$ cat src/rtl/fetch_sequencer_pkg.sv
// Shared definitions for the instruction-fetch sequencer and the ControlUnit:
// sequencer state encoding and the ARF / IR control codes driven during a fetch.
package fetch_sequencer_pkg;

    typedef enum logic [1:0] {
        IDLE     = 2'd0,
        FETCH_LO = 2'd1,
        FETCH_HI = 2'd2,
        DONE     = 2'd3
    } fetch_state_t;

    // ARF output-D select: memory address taken from PC
    localparam logic [1:0] ARF_OUTD_PC  = 2'b00;
    // ARF function: increment the selected registers
    localparam logic [1:0] ARF_FUN_INC  = 2'b01;
    // ARF register write enables: PC only, or nothing
    localparam logic [3:0] ARF_REG_PC   = 4'b1000;
    localparam logic [3:0] ARF_REG_NONE = 4'b0000;
    // IR function: load the selected half from memory
    localparam logic [1:0] IR_FUN_LOAD  = 2'b10;

    localparam int FETCH_COUNT_W = 16;

    function automatic logic in_fetch(input fetch_state_t s);
        return (s == FETCH_LO) || (s == FETCH_HI);
    endfunction

endpackage

$ cat src/rtl/fetch_sequencer.sv
// Two-beat instruction fetch: reads the low then high IR byte from memory at PC,
// incrementing PC each beat, then pulses Done and counts completed fetches.
module fetch_sequencer
    import fetch_sequencer_pkg::*;
(
    input  logic                     Clock,
    input  logic                     Reset,
    input  logic                     Start,
    input  logic                     Hold,
    input  logic                     Flush,
    output logic                     Busy,
    output logic                     Done,
    output logic                     Mem_CS,
    output logic                     Mem_WR,
    output logic [1:0]               ARF_OutDSel,
    output logic [1:0]               ARF_FunSel,
    output logic [3:0]               ARF_RegSel,
    output logic                     IR_Enable,
    output logic                     IR_LH,
    output logic [1:0]               IR_Funsel,
    output logic [FETCH_COUNT_W-1:0] FetchCount
);

    fetch_state_t             state;
    fetch_state_t             state_next;
    logic [FETCH_COUNT_W-1:0] fetch_count;
    logic                     complete;
    logic                     active;

    // A fetch only counts when DONE is actually left, not while stalled or aborted.
    assign complete   = (state == DONE) && !Hold && !Flush;
    assign active     = in_fetch(state) && !Hold && !Flush;
    assign FetchCount = fetch_count;

    always_ff @(posedge Clock) begin
        if (Reset) begin
            state       <= IDLE;
            fetch_count <= '0;
        end else begin
            state <= state_next;
            if (complete)
                fetch_count <= fetch_count + 1'b1;
        end
    end

    always_comb begin
        state_next = state;
        if (Flush) begin
            state_next = IDLE;
        end else if (!Hold) begin
            unique case (state)
                IDLE:     state_next = Start ? FETCH_LO : IDLE;
                FETCH_LO: state_next = FETCH_HI;
                FETCH_HI: state_next = DONE;
                DONE:     state_next = Start ? FETCH_LO : IDLE;
                default:  state_next = IDLE;
            endcase
        end
    end

    // Control codes are only presented on a beat that really writes PC and IR.
    always_comb begin
        Busy        = in_fetch(state);
        Done        = complete;
        Mem_CS      = 1'b1;
        Mem_WR      = 1'b0;
        ARF_OutDSel = 2'b00;
        ARF_FunSel  = 2'b00;
        ARF_RegSel  = ARF_REG_NONE;
        IR_Enable   = 1'b0;
        IR_LH       = 1'b0;
        IR_Funsel   = 2'b00;
        if (active) begin
            Mem_CS      = 1'b0;
            ARF_OutDSel = ARF_OUTD_PC;
            ARF_FunSel  = ARF_FUN_INC;
            ARF_RegSel  = ARF_REG_PC;
            IR_Enable   = 1'b1;
            IR_LH       = (state == FETCH_HI);
            IR_Funsel   = IR_FUN_LOAD;
        end
    end

endmodule
$ cat config.mk
export PLATFORM = sky130hd
export DESIGN_NAME = fetch_sequencer
export DESIGN_NICKNAME = d
export VERILOG_FILES = /design/src/rtl/fetch_sequencer_pkg.sv /design/src/rtl/fetch_sequencer.sv
export SDC_FILE = /design/constraint.sdc
export NUM_CORES = 1
export LEC_CHECK = 0
export ABC_AREA = 0
export CAP_MARGIN = 25
export CORE_MARGIN = 3
export CORE_UTILIZATION = 40
export DETAILED_ROUTE_END_ITERATION = 7
export HOLD_SLACK_MARGIN = 0.05
export PLACE_DENSITY = 0.75
export RECOVER_POWER = 100
export SYNTH_ARGS = -nofsm -noshare
export SYNTH_HDL_FRONTEND = slang
export SYNTH_SLANG_ARGS = --single-unit
$ cat constraint.sdc
create_clock -name Clock -period 4.1 [get_ports Clock]
set_input_delay 1.23 -clock Clock [delete_from_list [all_inputs] [get_ports Clock]]
set_output_delay 1.23 -clock Clock [all_outputs]
set_load 0.01 [all_outputs]
; Yosys cells after proc, flatten, opt, wreduce, memory -nomap -nowiden
; Cells that the tools add are included.
[totals]
out_inout_bits = 32
ff_bits = 18
word_cells = 24
input_bits = 5
[op_classes]
n_eq_ne = 3
n_reduce_logical = 10
n_addsub = 1
n_mux = 8
[op_table]
columns = operator, count
row1 = 16-bit by 1-bit adder with 16-bit output (second input constant), 1
row2 = 2-bit one-hot mux with 3 select lines, 1
row3 = 1-bit two-way mux, 5
row4 = 2-bit equality test (second input constant), 2
row5 = 1-bit logical AND, 4
row6 = 4-bit two-way mux, 1
row7 = 2-bit OR reduction, 2
row8 = 2-bit by 1-bit equality test with 1-bit output (second input constant), 1
row9 = 1-bit zero test, 2
row10 = 2-bit zero test, 1
row11 = 2-bit two-way mux, 1
row12 = 1-bit logical OR, 1

; Longest topological paths before layout
[depth]
depth_word = 5
mapped_depth = 6
mapped_depth_nobuf = 6

; Least setup slack after synthesis
; OpenSTA, ideal clock, no wires.
[synth_timing]
path_type = input -> output
start = input Hold
end = output IR_LH
n_path_buf = 0
setup_slack_ns = 0.847
required_ns = 2.870
stages = 2
arrival_time_ns = 2.023
path_cell_list = nor3_1 and2_1
[synth_between]
elab_chain_len = 4
[synth_lines]
columns = item, line
row1 = start: declaration, fetch_sequencer.sv:9  ; input logic Hold,
row2 = 1-bit zero test, --
row3 = 1-bit logical AND (2 in series), fetch_sequencer.sv:32  ; assign active = in_fetch(state) && !Hold && !Flush;
row4 = 1-bit two-way mux, fetch_sequencer.sv:73  ; if (active) begin
row5 = end: declaration, fetch_sequencer.sv:19  ; output logic IR_LH,
; No other way between the ends.

; Worst setup path after layout
[layout_timing]
start = input Flush
end = output Done
[layout_between]
elab_chain_len = 2
[layout_lines]
columns = item, line
row1 = start: declaration, fetch_sequencer.sv:10  ; input logic Flush,
row2 = 1-bit zero test, fetch_sequencer.sv:31  ; assign complete = (state == DONE) && !Hold && !Flush;
row3 = 1-bit logical AND, fetch_sequencer.sv:31
row4 = end: declaration, fetch_sequencer.sv:12  ; output logic Done,
; No other way between the ends.

==> results.cfg <==
[synthesis]
ys_ff_latch = 18
syn_inst = 115
seq_area_frac_synth = 0.365
synth-edff-count = 0
synth-simple-area-share = 0.270
synth_compound_area_frac = 0.0709
syn-cell-area_um2 = 988
synth_top_family_by_area = simple AND/OR/NAND/NOR gates
synth_area_leader_cell = dfxtp_1
synthMuxAreaShare = 0.0114
ys_top_cells_by_area = dfxtp_1, buf_4, xnor2_1
avgSynthCellArea_um2 = 8.60
synth_flop_cell = dfxtp_1
synthAdderAreaFrac = 0.0506
synth_most_common_cell = dfxtp_1
yosys.area.top_type_share = 0.365
synthArstFlopShare = 0
synthXorXnorAreaFrac = 0.0975
yosysUniqueCellTypes = 31
yosys-top-cells-count = dfxtp_1, nor2_1, buf_4, inv_1, xnor2_1
yosysWarnings = 0

[sta]
fin_ws_ns = 0.136
hold_violations = 0
tightest_slew_ns = 0.744
setup_viol = 0
slew_violations = 0
maxSlewHeadroom = 0.500
post-route-min-period_ns = 3.96
tns_ns = 0
grt_setup_unrepaired = false
finalCritPeriodShare = 0.967
whs_ns = 0.522
skew_ns = 0.00952
timing.fmax_mhz = 252

[cells_and_area]
multi_input_area_um2 = 510
fill_cells = 219
regArea_um2 = 360
syn_to_final_growth_pct = 29.4
final_util = 0.562
drive_above_1_share = 0.0556
antenna_cells = 0
final_net_count = 154

[critical_path]
start_kind = primary input
worstPathArrival_ns = 2.73
r2r-start = state[1]
reg2reg_depth = 6
cp-endpoint = Done
critPathCaptureType = output pin
critPathKind = in -> out
path_max_fanout = 5
worstReg2RegEnd = FetchCount[13]
r2r_slack_ns = 1.78
setup.worst_path.start = Flush
crit_required_ns = 2.87

[grt]
grt_antenna_before_repair = 0
grt_pass1_vias = 763
grt_pass1_wl_mm = 3.27
grtUsageTotal = 0.127
met2_usage = 0.208
use_met1 = 0.165
top_usage_layer = met2
gr-total-overflow = 0
grt_max_degree = 22
met3_usage = 0.0325

[power_and_ir_drop]
p_switching_mw = 0.0658
power_switching_share = 0.217
p_per_area_nw_per_um2 = 237
power_mw = 0.302
cellLeakagePower_nw = 0.554
ir_worst_vdd_mv = 0.182
combPwrFrac = 0.061
clockPowerShare = 0.358
seqPwrFrac = 0.581
internal_power_mw = 0.237

[placement]
io_buffers = 28
place_congestion = 0.729
place_hpwl_mm = 1.42
pre_cts_ws_ns = 0.145

[clock_network]
clock_latency_ns = 0.29
root_buffer = clkbuf_4
cts_htree_levels = 1
clock-sinks = 18
cts_buffers = 3
clock_path_buffers = 2
clk_pin_slew_worst_paths_ns = 0.11
cts_tree = yes
cts_resized = 0
ctsHoldBuffers = 0
post_cts_buffers = 0

[floorplan]
rows = 17
dieArea_um2 = 3100
dieWidth_um = 55.7
design.core.area_um2 = 2280
die_h_um = 55.7
num_io_pins = 37
initial_core_util = 0.434

[detailed_routing]
drc = 0
num_vias = 835
wire_per_inst_um = 11.0
ant_nets = 0
wirelength_mm = 1.89
drtIter0Drc = 7
drt-pass1-iter-count = 4
vias_per_cell = 4.85

[worst_hold_path]
worstHoldPathType = reg -> reg

[flow_run]
drv_cap = 0

[run_status]
status = complete, no violations
## per-stage QoR
step,area (um2),cells
CTS,1300,172
global placement,1260,168
finish,1280,172
global route,1280,172
detailed placement,1260,168
floorplan,1010,122
## worst min path at each step
stage / startpoint / cells after the start / endpoint / slack (ns)
global route: FetchCount[1] / 2 / FetchCount[1] / 0.55
CTS: FetchCount[1] / 2 / FetchCount[1] / 0.53
finish: FetchCount[1] / 2 / FetchCount[1] / 0.52
detailed placement: FetchCount[14] / 2 / FetchCount[14] / 0.51
global placement: FetchCount[1] / 2 / FetchCount[1] / 0.50
floorplan: FetchCount[1] / 2 / FetchCount[1] / 0.52
## routing by layer
metal	share of wire	up-vias
li1	-	434
met1	0.49	371
met2	0.45	30
met3	0.064	0
met4	0	0
met5	0	-
## power by group through the flow
| stage | clock (mW) | combinational (mW) | sequential [mW] |
|---|---|---|---|
| after CTS | 0.112 | 0.0192 | 0.176 |
| final | 0.108 | 0.0184 | 0.176 |
| after global placement | 0 | 0.0187 | 0.180 |
| after detailed placement | 0 | 0.0191 | 0.180 |
| after global routing | 0.121 | 0.0206 | 0.176 |
| after floorplan | 0 | 0.0162 | 0.180 |
## cell families after synthesis
kind of cell | Yosys count
xor gates and xnor gates | 11
muxes | 1
buffers and inverters | 23
AOI/OAI and AO/OA | 10
DFF | 18
and+or+nand+nor | 47
other | 1
adders and majority gates | 4
## final cells by class
| class | instances | area share |
|---|---|---|
| Tap cell | 28 | 0.0274 |
| Inverter | 9 | 0.0264 |
| Timing Repair Buffer | 32 | 0.237 |
| Clock buffer | 4 | 0.0284 |
| Multi-Input combinational cell | 81 | 0.399 |
| Sequential cell | 18 | 0.282 |
## sequential cells by signal (all words and copies together), names as in the netlist
signal / flops
FetchCount: 16
state: 2
## critical path, cell delays in order
cell and delay (ns):
clkdlybuf4s50_1 0.48, or3b_1 0.40, inv_1 0.09, clkdlybuf4s50_1 0.54
## cells in the final DEF (no fill, tap or decap), types with 3 or more instances in the layout
cell type        count
dlygate4sd3_1       23
inv_1                9
nor4_1               4
nor2_1              17
xor2_1               3
nor3_1               8
conb_1               8
clkbuf_4             3
nand3_1              3
xnor2_1              8
ha_1                 4
clkdlybuf4s50_1      5
dfxtp_1             18
nand2_1              5
a21oi_1              5
(Power assumes the default switching activity.)
